`src/rtl/vdp1_vram_arb_if.sv`:
```
// Requester / read-return / VRAM-port bundle for the VDP1 VRAM arbiter.
// master = requesters plus the VRAM controller, slave = the arbiter itself.
interface vdp1_vram_arb_if #(
  parameter int NCH      = 3,
  parameter int AW       = 18,
  parameter int DW       = 16,
  parameter int MAXBURST = 16
);
  localparam int BLW = $clog2(MAXBURST) + 1;

  logic [NCH-1:0]     REQ;
  logic [2*NCH-1:0]   REQ_WE;
  logic [AW*NCH-1:0]  REQ_A;
  logic [BLW*NCH-1:0] REQ_LEN;
  logic [DW*NCH-1:0]  REQ_D;
  logic [NCH-1:0]     GNT;
  logic [NCH-1:0]     RVALID;
  logic [DW-1:0]      RDATA;
  logic [BLW-2:0]     RIDX;
  logic [NCH-1:0]     DONE;
  logic               BUSY;
  logic [AW-1:0]      VRAM_A;
  logic [DW-1:0]      VRAM_D;
  logic [1:0]         VRAM_WE;
  logic               VRAM_RD;
  logic [DW-1:0]      VRAM_Q;
  logic               VRAM_RDY;

  modport master (
    output REQ, REQ_WE, REQ_A, REQ_LEN, REQ_D, VRAM_Q, VRAM_RDY,
    input  GNT, RVALID, RDATA, RIDX, DONE, BUSY, VRAM_A, VRAM_D, VRAM_WE, VRAM_RD
  );

  modport slave (
    input  REQ, REQ_WE, REQ_A, REQ_LEN, REQ_D, VRAM_Q, VRAM_RDY,
    output GNT, RVALID, RDATA, RIDX, DONE, BUSY, VRAM_A, VRAM_D, VRAM_WE, VRAM_RD
  );
endinterface

```
`src/rtl/vdp1_vram_arb.sv`:
```
// VDP1 VRAM arbiter: NCH requesters share one VRAM port (single-word writes, 1..MAXBURST read bursts).
// Define VDP1_ARB_RR_EN for round-robin arbitration; otherwise lowest channel index wins.
module vdp1_vram_arb #(
  parameter int NCH      = 3,
  parameter int AW       = 18,
  parameter int DW       = 16,
  parameter int MAXBURST = 16
) (
  input  logic            CLK,
  input  logic            RST_N,
  input  logic            CE,
  vdp1_vram_arb_if.slave  bus
);
  localparam int BLW = $clog2(MAXBURST) + 1;
  localparam int CW  = BLW - 1;
  localparam int PW  = (NCH > 1) ? $clog2(NCH) : 1;

  typedef enum logic [1:0] {IDLE, XFER, FIN} state_t;

  state_t         state, state_nxt;
  logic [PW-1:0]  cur, cur_nxt;
  logic           is_wr, is_wr_nxt;
  logic [CW-1:0]  last, last_nxt;
  logic [CW-1:0]  cnt, cnt_nxt;
  logic [NCH-1:0] gnt, gnt_nxt;
  logic [NCH-1:0] rvalid, rvalid_nxt;
  logic [NCH-1:0] done, done_nxt;
  logic [DW-1:0]  rdata, rdata_nxt;
  logic [CW-1:0]  ridx, ridx_nxt;
  logic [AW-1:0]  vram_a, vram_a_nxt;
  logic [DW-1:0]  vram_d, vram_d_nxt;
  logic [1:0]     vram_we, vram_we_nxt;
  logic           vram_rd, vram_rd_nxt;

  logic           any_req;
  logic [PW-1:0]  win;
  logic [1:0]     win_we;
  logic [AW-1:0]  win_a;
  logic [BLW-1:0] win_len;
  logic [DW-1:0]  win_d;
  logic [CW-1:0]  win_last;
  logic           take;

`ifdef VDP1_ARB_RR_EN
  logic [PW-1:0]  ptr, ptr_nxt;

  // Scan downward from the farthest offset so the channel nearest the pointer wins.
  always_comb begin
    win = '0;
    for (int i = NCH - 1; i >= 0; i--) begin
      if (bus.REQ[(int'(ptr) + i) % NCH]) win = PW'((int'(ptr) + i) % NCH);
    end
  end
`else
  always_comb begin
    win = '0;
    for (int i = NCH - 1; i >= 0; i--) begin
      if (bus.REQ[i]) win = PW'(i);
    end
  end
`endif

  assign any_req = |bus.REQ;
  assign win_we  = bus.REQ_WE[int'(win)*2 +: 2];
  assign win_a   = bus.REQ_A[int'(win)*AW +: AW];
  assign win_len = bus.REQ_LEN[int'(win)*BLW +: BLW];
  assign win_d   = bus.REQ_D[int'(win)*DW +: DW];

  // LEN=0 means one word; lengths beyond MAXBURST are clamped.
  always_comb begin
    if (win_len == '0)                   win_last = '0;
    else if (int'(win_len) > MAXBURST)   win_last = CW'(MAXBURST - 1);
    else                                 win_last = CW'(win_len - BLW'(1));
  end

  assign take = (state == XFER) && !is_wr && bus.VRAM_RDY && !vram_rd;

  always_ff @(posedge CLK or negedge RST_N) begin
    if (!RST_N) begin
      state   <= IDLE;
      cur     <= '0;
      is_wr   <= 1'b0;
      last    <= '0;
      cnt     <= '0;
      gnt     <= '0;
      rvalid  <= '0;
      done    <= '0;
      rdata   <= '0;
      ridx    <= '0;
      vram_a  <= '0;
      vram_d  <= '0;
      vram_we <= '0;
      vram_rd <= 1'b0;
`ifdef VDP1_ARB_RR_EN
      ptr     <= '0;
`endif
    end else if (CE) begin
      state   <= state_nxt;
      cur     <= cur_nxt;
      is_wr   <= is_wr_nxt;
      last    <= last_nxt;
      cnt     <= cnt_nxt;
      gnt     <= gnt_nxt;
      rvalid  <= rvalid_nxt;
      done    <= done_nxt;
      rdata   <= rdata_nxt;
      ridx    <= ridx_nxt;
      vram_a  <= vram_a_nxt;
      vram_d  <= vram_d_nxt;
      vram_we <= vram_we_nxt;
      vram_rd <= vram_rd_nxt;
`ifdef VDP1_ARB_RR_EN
      ptr     <= ptr_nxt;
`endif
    end
  end

  always_comb begin
    state_nxt = state;
    case (state)
      IDLE: if (any_req) state_nxt = XFER;
      XFER: begin
        if (is_wr) begin
          if (bus.VRAM_RDY) state_nxt = FIN;
        end else if (take && cnt == last) begin
          state_nxt = FIN;
        end
      end
      FIN:     state_nxt = IDLE;
      default: state_nxt = IDLE;
    endcase
  end

  // Registered outputs: every pulse is held until the next enabled edge.
  always_comb begin
    cur_nxt     = cur;
    is_wr_nxt   = is_wr;
    last_nxt    = last;
    cnt_nxt     = cnt;
    gnt_nxt     = '0;
    rvalid_nxt  = '0;
    done_nxt    = '0;
    rdata_nxt   = rdata;
    ridx_nxt    = ridx;
    vram_a_nxt  = vram_a;
    vram_d_nxt  = vram_d;
    vram_we_nxt = vram_we;
    vram_rd_nxt = 1'b0;
`ifdef VDP1_ARB_RR_EN
    ptr_nxt     = ptr;
`endif
    case (state)
      IDLE: begin
        if (any_req) begin
          cur_nxt      = win;
          is_wr_nxt    = (win_we != 2'b00);
          last_nxt     = win_last;
          cnt_nxt      = '0;
          gnt_nxt[win] = 1'b1;
          vram_a_nxt   = win_a;
          if (win_we != 2'b00) begin
            vram_we_nxt = win_we;
            vram_d_nxt  = win_d;
          end else begin
            vram_rd_nxt = 1'b1;
          end
`ifdef VDP1_ARB_RR_EN
          ptr_nxt = PW'((int'(win) + 1) % NCH);
`endif
        end
      end
      XFER: begin
        if (is_wr) begin
          if (bus.VRAM_RDY) vram_we_nxt = 2'b00;
        end else if (take) begin
          rvalid_nxt[cur] = 1'b1;
          rdata_nxt       = bus.VRAM_Q;
          ridx_nxt        = cnt;
          if (cnt != last) begin
            vram_a_nxt  = vram_a + AW'(1);
            cnt_nxt     = cnt + CW'(1);
            vram_rd_nxt = 1'b1;
          end
        end
      end
      FIN: begin
        done_nxt[cur] = 1'b1;
        cnt_nxt       = '0;
      end
      default: ;
    endcase
  end

  assign bus.GNT     = gnt;
  assign bus.RVALID  = rvalid;
  assign bus.RDATA   = rdata;
  assign bus.RIDX    = ridx;
  assign bus.DONE    = done;
  assign bus.BUSY    = (state != IDLE);
  assign bus.VRAM_A  = vram_a;
  assign bus.VRAM_D  = vram_d;
  assign bus.VRAM_WE = vram_we;
  assign bus.VRAM_RD = vram_rd;
endmodule

```
`src/flat_wrapper.sv`:
```
// flat-port wrapper written by rule: the top's interface ports become plain ports
module vdp1_vram_arb_flat 
#(
  parameter int NCH      = 3,
  parameter int AW       = 18,
  parameter int DW       = 16,
  parameter int MAXBURST = 16
)
  (CLK, RST_N, CE, bus_REQ, bus_REQ_WE, bus_REQ_A, bus_REQ_LEN, bus_REQ_D, bus_VRAM_Q, bus_VRAM_RDY, bus_GNT, bus_RVALID, bus_RDATA, bus_RIDX, bus_DONE, bus_BUSY, bus_VRAM_A, bus_VRAM_D, bus_VRAM_WE, bus_VRAM_RD);
  vdp1_vram_arb_if #(.NCH(NCH), .AW(AW), .DW(DW), .MAXBURST(MAXBURST)) bus_i ();
  input  logic CLK;
  input  logic RST_N;
  input  logic CE;
  input wire logic [$bits(bus_i.REQ)-1:0] bus_REQ;
  input wire logic [$bits(bus_i.REQ_WE)-1:0] bus_REQ_WE;
  input wire logic [$bits(bus_i.REQ_A)-1:0] bus_REQ_A;
  input wire logic [$bits(bus_i.REQ_LEN)-1:0] bus_REQ_LEN;
  input wire logic [$bits(bus_i.REQ_D)-1:0] bus_REQ_D;
  input wire logic [$bits(bus_i.VRAM_Q)-1:0] bus_VRAM_Q;
  input wire logic [$bits(bus_i.VRAM_RDY)-1:0] bus_VRAM_RDY;
  output wire logic [$bits(bus_i.GNT)-1:0] bus_GNT;
  output wire logic [$bits(bus_i.RVALID)-1:0] bus_RVALID;
  output wire logic [$bits(bus_i.RDATA)-1:0] bus_RDATA;
  output wire logic [$bits(bus_i.RIDX)-1:0] bus_RIDX;
  output wire logic [$bits(bus_i.DONE)-1:0] bus_DONE;
  output wire logic [$bits(bus_i.BUSY)-1:0] bus_BUSY;
  output wire logic [$bits(bus_i.VRAM_A)-1:0] bus_VRAM_A;
  output wire logic [$bits(bus_i.VRAM_D)-1:0] bus_VRAM_D;
  output wire logic [$bits(bus_i.VRAM_WE)-1:0] bus_VRAM_WE;
  output wire logic [$bits(bus_i.VRAM_RD)-1:0] bus_VRAM_RD;
  assign bus_i.REQ = bus_REQ;
  assign bus_i.REQ_WE = bus_REQ_WE;
  assign bus_i.REQ_A = bus_REQ_A;
  assign bus_i.REQ_LEN = bus_REQ_LEN;
  assign bus_i.REQ_D = bus_REQ_D;
  assign bus_i.VRAM_Q = bus_VRAM_Q;
  assign bus_i.VRAM_RDY = bus_VRAM_RDY;
  assign bus_GNT = bus_i.GNT;
  assign bus_RVALID = bus_i.RVALID;
  assign bus_RDATA = bus_i.RDATA;
  assign bus_RIDX = bus_i.RIDX;
  assign bus_DONE = bus_i.DONE;
  assign bus_BUSY = bus_i.BUSY;
  assign bus_VRAM_A = bus_i.VRAM_A;
  assign bus_VRAM_D = bus_i.VRAM_D;
  assign bus_VRAM_WE = bus_i.VRAM_WE;
  assign bus_VRAM_RD = bus_i.VRAM_RD;
  vdp1_vram_arb #(.NCH(NCH), .AW(AW), .DW(DW), .MAXBURST(MAXBURST)) u_core (.CLK(CLK), .RST_N(RST_N), .CE(CE), .bus(bus_i));
endmodule
```
`config.mk`:
```
export PLATFORM = sky130hd
export DESIGN_NAME = vdp1_vram_arb_flat
export DESIGN_NICKNAME = d
export VERILOG_FILES = /design/src/rtl/vdp1_vram_arb_if.sv /design/src/rtl/vdp1_vram_arb.sv /design/src/flat_wrapper.sv
export SDC_FILE = /design/constraint.sdc
export NUM_CORES = 1
export LEC_CHECK = 0
export BUFFER_PORTS_ARGS = -buffer_cell sky130_fd_sc_hd__buf_2
export CORE_MARGIN = 10
export CORE_UTILIZATION = 48
export DETAILED_ROUTE_END_ITERATION = 6
export MAX_ROUTING_LAYER = met4
export PLACE_DENSITY = 0.86
export SLEW_MARGIN = 20
export SYNTH_ARGS = -nofsm -noshare
export SYNTH_HDL_FRONTEND = slang
export SYNTH_SLANG_ARGS = --single-unit
export TNS_END_PERCENT = 50
```
`constraint.sdc`:
```
create_clock -name CLK -period 2.7 [get_ports CLK]
set_clock_uncertainty 0.05 [all_clocks]
set_input_delay 0.405 -clock CLK [delete_from_list [all_inputs] [get_ports CLK]]
set_output_delay 0.405 -clock CLK [all_outputs]
set_load 0.02 [all_outputs]
```
==> metrics.md <==
| Metric | Value |
|---|---|
| Post-CTS Setup Bufs | `0` |
| Pwr Total | `5.99 mW` |
| CTS tree | `built` |
| Via density | `5.72` |
| Syn nets | `664` |
| Sequential area share after synthesis | `0.417` |
| Skew-Pair Late Insertion Delay | `0.35 ns` |
| 1st-pass router iterations | `5` |
| Synth Flop Type | `dfrtp_1` |
| Total grt overflow | `0` |
| Layout cells sized above 1 | `0.403` |
| Fin. max-slew vios | `0` |
| Post-cts gate resize count | `0` |
| First-pass GRT wire length | `25600 um` |
| Worst setup path class | `in -> reg` |
| I/O pins | `213` |
| # DRC | `0` |
| Worst-case clock buffer depth | `2` |
| Failing checks | `negative hold slack` |
| Die Height | `119 um` |
| Routed Antenna Nets | `0` |
| Routability Congestion | `0.904` |
| Clk sinks | `79` |
| Sum Neg Setup Slack | `0 ns` |
| Most frequent cells in the layout | `buf_2 (211), dfrtp_1 (79), nand2_1 (74)` |
| Gr usage total | `0.222` |
| Power density over cell area | `978 mW/mm2` |
| Hold Violations, Final | `3` |
| Finish-stage setup viols | `0` |
| Relative slew slack | `0.524` |
| Commonest non-fill, non-tap cell in the layout | `buf_2` |
| Final Hold Slack | `-0.0190 ns` |
| Unique masters post-synth | `62` |
| Yosys reg bits | `79` |
| Worst EP required | `2.88 ns` |
| DIE AREA | `0.0143 mm2` |
| Startpoint types | `input port` |
| Final nets | `864` |
| Fillers | `836` |
| Core Region | `0.00968 mm2` |
| Initial Util | `0.490` |
| Critical Path AT | `2.32 ns` |
| Total of max-cap violations | `0` |
| FP Rows | `36` |
| Port bufs | `212` |
| EDFF count, synth | `0` |
| Status | `finished, violations left` |
| CTS buffer count | `9` |
| WL final | `15800 um` |
| Cell count after synthesis | `515` |
| H-tree levels | `3` |
| Area of the multi-input gates | `0.00252 mm2` |
| Vias in the first global route | `5211` |
| Tightest Hold Check Type | `in -> async` |
| Worst-margin pin slew | `0.713 ns` |
| Area growth syn-to-layout | `29.1%` |
| Crit-path max FO | `17` |
| Wirelength per Cell | `18.6 um` |
| Via Count | `4876` |
| DR iter-0 viols | `467` |
| Clock transition at path regs | `0.08 ns` |
| Peak supply drop | `0.000472 V` |
| Flop2flop setup slack | `0.58 ns` |
| Tcrit/Tclk final | `0.793` |
| Mapped cell area | `0.00474 mm2` |
| Critical Path Sink Type | `flip-flop` |
| Post-route minimum period | `2.14 ns` |
| FMAX | `467 MHz` |
| Pleak | `2.96 nW` |
| Total of warnings raised by yosys | `0` |
| Flip-flop and latch area | `0.00198 mm2` |
| Dpl hpwl | `12400 um` |
| Root Buffer | `clkbuf_8` |
| RSZ-0062 raised after global routing | `no` |
| Async SR Flop Fraction | `1.00` |
| Initial antenna violation count | `0` |
| Die X | `119 um` |
| ANT cells | `0` |
| Largest net degree at the start of global routing | `80` |
| Avg Inst Size Synth | `9.21 um2` |
| Cts hold-fix bufs | `0` |
## kinds of logic (layout without fill, tap and decap cells)
family	count (synthesis)	count (layout)	share of synthesized area
AO/OA/AOI/OAI	144	144	0.217
flip-flops	79	79	0.417
buffers and inverters	57	261	0.0530
multiplexers	44	44	0.103
adder cells (fa/ha/maj)	5	5	0.0127
AND/OR/NAND/NOR	182	182	0.188
XOR/XNOR	4	4	0.00897
## per-stage QoR
stage	cells	hold WS, ns	utilization	setup WS (ns)	instance area (um2)
after global placement	837	0.406	0.612	0.343	5930
final	852	-0.0190	0.633	0.558	6130
after detailed placement	837	0.414	0.612	0.221	5930
after CTS	852	0.0309	0.633	0.587	6130
after global routing	852	0.0208	0.633	0.407	6130
after floorplan	515	0.0594	-	0.516	4740
## registers in the layout (all words and copies together) (netlist names), 2 cells and up
register / count
u_core.bus.VRAM_A: 18
u_core.bus.RDATA: 16
u_core.bus.VRAM_D: 16
u_core.bus.RIDX: 4
u_core.cnt: 4
u_core.last: 4
u_core.bus.DONE: 3
u_core.bus.GNT: 3
u_core.bus.RVALID: 3
u_core.bus.VRAM_WE: 2
u_core.cur: 2
u_core.state: 2
## final timing paths
kind / startpoint / endpoint / cells past startpoint
worst max register to register: u_core.cnt[3]$_DFFE_PN0P_ / u_core.bus.VRAM_A[8]$_DFFE_PN0P_ / 6
worst min register to register: u_core.bus.VRAM_D[12]$_DFFE_PN0P_ / u_core.bus.VRAM_D[12]$_DFFE_PN0P_ / 1
min in group CLK: bus_VRAM_Q[2] / u_core.bus.RDATA[2]$_DFFE_PN0P_ / 2
max in group asynchronous: RST_N / u_core.bus.GNT[0]$_DFFE_PN0P_ / 2
worst max-delay path: bus_REQ[1] / u_core.last[0]$_DFFE_PN0P_ / 7
worst min-delay path: RST_N / u_core.bus.VRAM_D[5]$_DFFE_PN0P_ / 2
## cell type report
| type | count | share of cell area |
|---|---|---|
| clock buffer | 12 | 0.0253 |
| clock inverter | 3 | 0.00694 |
| inverter | 21 | 0.0129 |
| multi-input combinational | 379 | 0.411 |
| sequential | 79 | 0.323 |
| tap | 133 | 0.0272 |
| timing repair buffer | 225 | 0.194 |
## metal layers
layer,part of all wire,global-route usage,wire (um)
met1,0.41,0.269,6560
met2,0.50,0.361,7850
met3,0.067,0.0420,1060
met4,0.023,0.0814,372
met5,0,-,0
## report_power, final
part	switching [mW]	internal (mW)	leakage [nW]
combinational	1.78	1.15	1.90
sequential	0.465	1.70	0.966
clock	0.416	0.472	0.0985
## cell usage after synthesis, types with 3 or more instances
master	count	area, um2
mux2_2	32	360
nand2b_1	6	37.5
mux2i_1	4	40.0
inv_1	21	78.8
o22a_1	4	35.0
nor2b_1	15	93.8
o21ai_1	7	35.0
buf_2	9	45.0
a2bb2oi_1	6	52.6
a21o_1	4	30.0
and3_1	3	18.8
xor2_1	3	26.3
a221oi_1	6	52.6
mux2_1	8	90.1
dfrtp_1	79	1980
nor2_1	43	161
nand4_1	5	31.3
a21oi_1	24	120
ha_1	3	37.5
o22ai_1	15	93.8
a31oi_1	25	156
nand2_1	74	278
o221ai_1	7	61.3
and3b_1	4	35.0
a221o_1	3	30.0
buf_4	5	37.5
o21ai_0	22	110
nand3_1	10	50.1
clkbuf_1	21	78.8
a311oi_1	3	26.3
## critical path, stage by stage
cell and delay (ns):
buf_2 0.25, nor2b_1 0.23, a221oi_2 0.43, ha_1 0.31, nand3_2 0.11, maj3_2 0.32
mux2_2 0.27
(Power assumes the default switching activity.)
